### config.mk
export PLATFORM = sky130hd
export DESIGN_NAME = adder_seq_ctrl_flat
export DESIGN_NICKNAME = d
export VERILOG_FILES = /design/src/rtl/adder_seq_ctrl_if.sv /design/src/rtl/adder_seq_ctrl.sv /design/src/flat_wrapper.sv
export SDC_FILE = /design/constraint.sdc
export NUM_CORES = 1
export LEC_CHECK = 0
export ABC_AREA = 0
export ABC_CLOCK_PERIOD_IN_PS = 5190
export CAP_MARGIN = 20
export CORE_MARGIN = 4
export CORE_UTILIZATION = 40
export CTS_BUF_LIST = sky130_fd_sc_hd__clkbuf_8
export DETAILED_ROUTE_END_ITERATION = 6
export PLACE_DENSITY = 0.66
export SLEW_MARGIN = 0
export SYNTH_ARGS = -nofsm -noshare
export SYNTH_HDL_FRONTEND = slang
export SYNTH_HIERARCHICAL = 1
export SYNTH_SLANG_ARGS = --single-unit
export TNS_END_PERCENT = 30
### constraint.sdc
create_clock -name clk -period 5.19 [get_ports clk]
set_input_delay 1.557 -clock clk [delete_from_list [all_inputs] [get_ports clk]]
set_output_delay 1.557 -clock clk [all_outputs]
set_load 0.005 [all_outputs]
### src/rtl/adder_seq_ctrl_if.sv
// adder_seq_ctrl_if: start/done request bus between a requester and the nibble-serial adder sequencer
interface adder_seq_ctrl_if #(parameter int NIBBLES = 4);
    localparam int WIDTH = 4 * NIBBLES;
    logic             start;
    logic [WIDTH-1:0] a;
    logic [WIDTH-1:0] b;
    logic             cin;
    logic             busy;
    logic             done;
    logic [WIDTH-1:0] result;
    logic             cout;
    logic             ovf;
    modport master (output start, a, b, cin, input busy, done, result, cout, ovf);
    modport slave  (input start, a, b, cin, output busy, done, result, cout, ovf);
endinterface

### src/rtl/adder_seq_ctrl.sv
// adder_seq_ctrl: adds two WIDTH-bit operands one nibble per cycle through a shared 4-bit adder
module adder_4bit (
    input  logic [3:0] a,
    input  logic [3:0] b,
    input  logic       cin,
    output logic [3:0] sum,
    output logic       cout
);
    assign {cout, sum} = {1'b0, a} + {1'b0, b} + {4'b0, cin};
endmodule

module adder_seq_ctrl #(parameter int NIBBLES = 4) (
    input  logic             clk,
    input  logic             rst,
    adder_seq_ctrl_if.slave  bus
);
    localparam int WIDTH = 4 * NIBBLES;
    localparam int IW    = NIBBLES > 1 ? $clog2(NIBBLES) : 1;
    typedef enum logic [1:0] {IDLE, RUN, DONE} state_t;
    state_t           r_state, w_next;
    logic [WIDTH-1:0] r_a, r_b, r_result;
    logic [IW-1:0]    r_idx;
    logic             r_carry, r_cout, r_ovf;
    logic [3:0]       w_sum;
    logic             w_cout, w_last, w_accept;
    adder_4bit u_add (
        .a    (r_a[4*r_idx +: 4]),
        .b    (r_b[4*r_idx +: 4]),
        .cin  (r_carry),
        .sum  (w_sum),
        .cout (w_cout)
    );
    assign w_last   = r_idx == IW'(NIBBLES - 1);
    assign w_accept = r_state == IDLE && bus.start;
    always_comb begin
        w_next = r_state;
        w_next = r_state == IDLE ? (bus.start ? RUN : IDLE) :
                 r_state == RUN  ? (w_last ? DONE : RUN) : IDLE;
    end
    always_ff @(posedge clk) begin
        if (rst) begin
            r_state  <= IDLE;
            r_a      <= '0;
            r_b      <= '0;
            r_result <= '0;
            r_idx    <= '0;
            r_carry  <= 1'b0;
            r_cout   <= 1'b0;
            r_ovf    <= 1'b0;
        end else begin
            r_state <= w_next;
            if (w_accept) begin
                r_a      <= bus.a;
                r_b      <= bus.b;
                r_carry  <= bus.cin;
                r_idx    <= '0;
                r_result <= '0;
                r_cout   <= 1'b0;
                r_ovf    <= 1'b0;
            end else if (r_state == RUN) begin
                r_result[4*r_idx +: 4] <= w_sum;
                r_carry                <= w_cout;
                r_idx                  <= r_idx + IW'(1);
                if (w_last) begin
                    r_cout <= w_cout;
                    r_ovf  <= r_a[WIDTH-1] == r_b[WIDTH-1] && w_sum[3] != r_a[WIDTH-1];
                end
            end
        end
    end
    assign bus.busy   = r_state != IDLE;
    assign bus.done   = r_state == DONE;
    assign bus.result = r_result;
    assign bus.cout   = r_cout;
    assign bus.ovf    = r_ovf;
endmodule

### src/flat_wrapper.sv
// flat-port wrapper written by rule: the top's interface ports become plain ports
module adder_seq_ctrl_flat 
#(parameter int NIBBLES = 4)
  (clk, rst, bus_start, bus_a, bus_b, bus_cin, bus_busy, bus_done, bus_result, bus_cout, bus_ovf);
  adder_seq_ctrl_if #(.NIBBLES(NIBBLES)) bus_i ();
  input  logic clk;
  input  logic rst;
  input wire logic [$bits(bus_i.start)-1:0] bus_start;
  input wire logic [$bits(bus_i.a)-1:0] bus_a;
  input wire logic [$bits(bus_i.b)-1:0] bus_b;
  input wire logic [$bits(bus_i.cin)-1:0] bus_cin;
  output wire logic [$bits(bus_i.busy)-1:0] bus_busy;
  output wire logic [$bits(bus_i.done)-1:0] bus_done;
  output wire logic [$bits(bus_i.result)-1:0] bus_result;
  output wire logic [$bits(bus_i.cout)-1:0] bus_cout;
  output wire logic [$bits(bus_i.ovf)-1:0] bus_ovf;
  assign bus_i.start = bus_start;
  assign bus_i.a = bus_a;
  assign bus_i.b = bus_b;
  assign bus_i.cin = bus_cin;
  assign bus_busy = bus_i.busy;
  assign bus_done = bus_i.done;
  assign bus_result = bus_i.result;
  assign bus_cout = bus_i.cout;
  assign bus_ovf = bus_i.ovf;
  adder_seq_ctrl #(.NIBBLES(NIBBLES)) u_core (.clk(clk), .rst(rst), .bus(bus_i));
endmodule
==> run_results.csv <==
group,metric,value,unit
run_status,status,"finished clean",
logic_synthesis,synth.distinct_cells,36,
logic_synthesis,synth_largest_area_cell,"dfxtp_1",
global_routing,grt_pass1_vias,1976,
finish,area_growth_syn_to_layout,26.2,%
finish,fill_cells,601,
min_path,min-delay-start,"u_core/r_a[2]$_SDFFE_PP0P_",
die,io_pins,56,
logic_synthesis,synthArstFlopShare,0,
logic_synthesis,avgSynthCellArea,9.12,µm²
drt,dr.first_iter.drc_count,64,
finish,antenna_cells,0,
placed_design,pre_cts_slack,1.75,ns
worst_setup_path,worst_setup_path_start_kind,"input port",
sta,relSlewSlack,0.568,
logic_synthesis,ys_seq_elements,55,
clock_tree,clock_sinks,55,
logic_synthesis,ys_top_cells_by_count,"nand2_1 (77), dfxtp_1 (55), a21oi_1 (49), nand4_1 (12), ha_1 (9)",
die,die_h,87.9,µm
global_routing,antenna_found_initial,0,
global_routing,grt_max_degree,34,
worst_setup_path,end_kind,"flip-flop",
finish,drive_gt1_frac,0.0854,
die,die_area,7730,µm²
logic_synthesis,yosys.area_share.xor_xnor,0.0103,
sta,setup-tns-final,0,ns
logic_synthesis,synth_compound_area_frac,0.126,
power,worst_ir_drop_vdd,0.163,mV
worst_setup_path,r2r-start,"u_core/r_idx[0]$_SDFFE_PP0P_",
die,rows,28,
placed_design,gp_congestion,0.794,
logic_synthesis,muxShareOfSynthArea,0.0828,
placed_design,port_buffers,55,
power,total_power,0.914,mW
worst_setup_path,path_class,"in -> reg",
clock_tree,cts_buffers,5,
clock_tree,ctsHoldBuffers,0,
die,start_util,0.421,
finish,final_cell_count_no_fill,403,
worst_setup_path,worstPathMaxFanout,19,
global_routing,grt_use_total,0.145,
placed_design,placed_area,3080,µm²
drt,drc,0,
logic_synthesis,syn-cell-area,2550,µm²
clock_tree,cts.clk_slew.worst_paths,0.09,ns
power,p_leak,1.15,nW
sta,whs,0.457,ns
logic_synthesis,ys_seq_area_frac,0.431,
sta,period_needed,3.13,ns
placed_design,dp_cells,394,
sta,fin_crit_sh,0.603,
die,die-width,87.9,µm
worst_setup_path,crit_start,"bus_start",
drt,antenna_left,0,
drt,vias,2066,
flow_run,cap_viol_max_count,0,
clock_tree,clock-root-buffer,"clkbuf_8",
power,p_per_area,284,nW/µm²
logic_synthesis,synth-adder-area-share,0.0598,
logic_synthesis,synth_most_common_cell,"nand2_1",
logic_synthesis,synthFlopType,"dfxtp_1",
sta,tightest_slew,0.639,ns
worst_setup_path,arrival,3.34,ns
logic_synthesis,synth-edff-count,0,
die,core,6060,µm²
finish,fin_util,0.532,
worst_setup_path,crit_required,5.40,ns
logic_synthesis,yosysWarnings,6,
placed_design,hpwl,3.92,mm
drt,viasPerCell,5.13,
logic_synthesis,synth_cells,280,
global_routing,grt_pass1_wl,8.97,mm
drt,post_drt_wl_per_cell,13.3,µm
clock_tree,post_cts_resized,0,
drt,dr.pass1.iters,4,
logic_synthesis,synth_top_family_by_area,"simple AND/OR/NAND/NOR gates",
logic_synthesis,synthTopCellsByArea,"dfxtp_1 (43%), nand2_1 (11%), a21oi_1 (9.6%)",
sta,hold_violations,0,
finish,fin_area,3220,µm²
sta,fin_ws,2.06,ns
finish,final_nets,374,
sta,maxSlewViolCount,0,
clock_tree,htreeDepth,2,
logic_synthesis,syn_nets,327,
sta,fmax,319,MHz
drt,drt_wl_total,5.35,mm
sta,final-setup-viol-count,0,
logic_synthesis,yosys.area_share.simple,0.221,
global_routing,grt_overflow,0,
clock_tree,cts_setup_buffers,0,
sta,rsz0062_at_grt,"no",
clock_tree,cts_buffer_depth,2,
sta,skew,0.00315,ns
min_path,holdCritPathClass,"reg -> reg",
clock_tree,cts_tree,"yes",
logic_synthesis,synth_top_area_frac,0.431,
clock_tree,insertion_delay,0.30,ns
registers in the layout, summed over array words and instances (netlist names):
| register | flops |
|---|---|
| u_core/r_a | 16 |
| u_core/bus.cout | 1 |
| u_core/r_idx | 2 |
| u_core/r_state | 2 |
| u_core/r_carry | 1 |
| u_core/bus.result | 16 |
| u_core/r_b | 16 |
| u_core/bus.ovf | 1 |
cell families (layout without fill, tap and decap cells):
family,after synthesis,after routing
muxes,11,11
AOI/OAI and AO/OA,58,58
xor gates and xnor gates,3,3
buffers and inverters,27,75
adders and majority gates,11,11
and+or+nand+nor,115,115
DFF,55,55
layout make-up:
| type | count | area [µm²] | share of cell area |
|---|---|---|---|
| Clock buffer | 5 | 68.8 | 0.0214 |
| Tap cell | 75 | 93.8 | 0.0291 |
| Inverter | 7 | 26.3 | 0.00815 |
| Clock inverter | 3 | 67.6 | 0.0210 |
| Sequential cell | 55 | 1100 | 0.342 |
| Timing Repair Buffer | 60 | 588 | 0.182 |
| Multi-Input combinational cell | 198 | 1280 | 0.396 |
metal layers:
metal,global-route usage,wire length (µm)
met1,0.185,2410
met2,0.245,2580
met3,0.0339,281
met4,0.0391,80
met5,0,0
critical path: stages:
cell	delay (ns)
clkdlybuf4s50_1	0.44
or3b_1	0.59
buf_4	0.35
nand2b_4	0.16
a211oi_1	0.23
final timing paths:
check                                     end  slack, ns  cells past startpoint
setup / recovery  u_core/bus.ovf$_SDFFE_PP0P_       2.06                      5
setup reg to reg  u_core/bus.ovf$_SDFFE_PP0P_       2.39                      8
hold / removal     u_core/r_a[2]$_SDFFE_PP0P_       0.46                      2
hold reg to reg    u_core/r_a[2]$_SDFFE_PP0P_       0.46                      2
placed cells by master (no fill, tap or decap), types with 2 or more instances in the layout:
master and count:
nor2b_1 2, mux4_2 8, xnor2_1 3, mux2i_1 2
buf_4 5, nand3b_1 5, dfxtp_1 55, or3b_1 2
ha_1 9, clkbuf_8 5, fa_1 2, nor2_1 6
a21oi_1 49, bufinv_16 2, nor4b_1 2, clkdlybuf4s50_1 55
inv_1 7, nand4_1 12, nand2_1 77, a22o_1 4
nand2b_1 2
report_power, final:
| group | internal [mW] | switching, mW | total [mW] |
|---|---|---|---|
| Sequential | 0.440 | 0.0113 | 0.451 |
| Combinational | 0.0657 | 0.0696 | 0.135 |
| Clock | 0.192 | 0.135 | 0.328 |
| Total | 0.698 | 0.216 | 0.914 |
(Power assumes the default switching activity.)
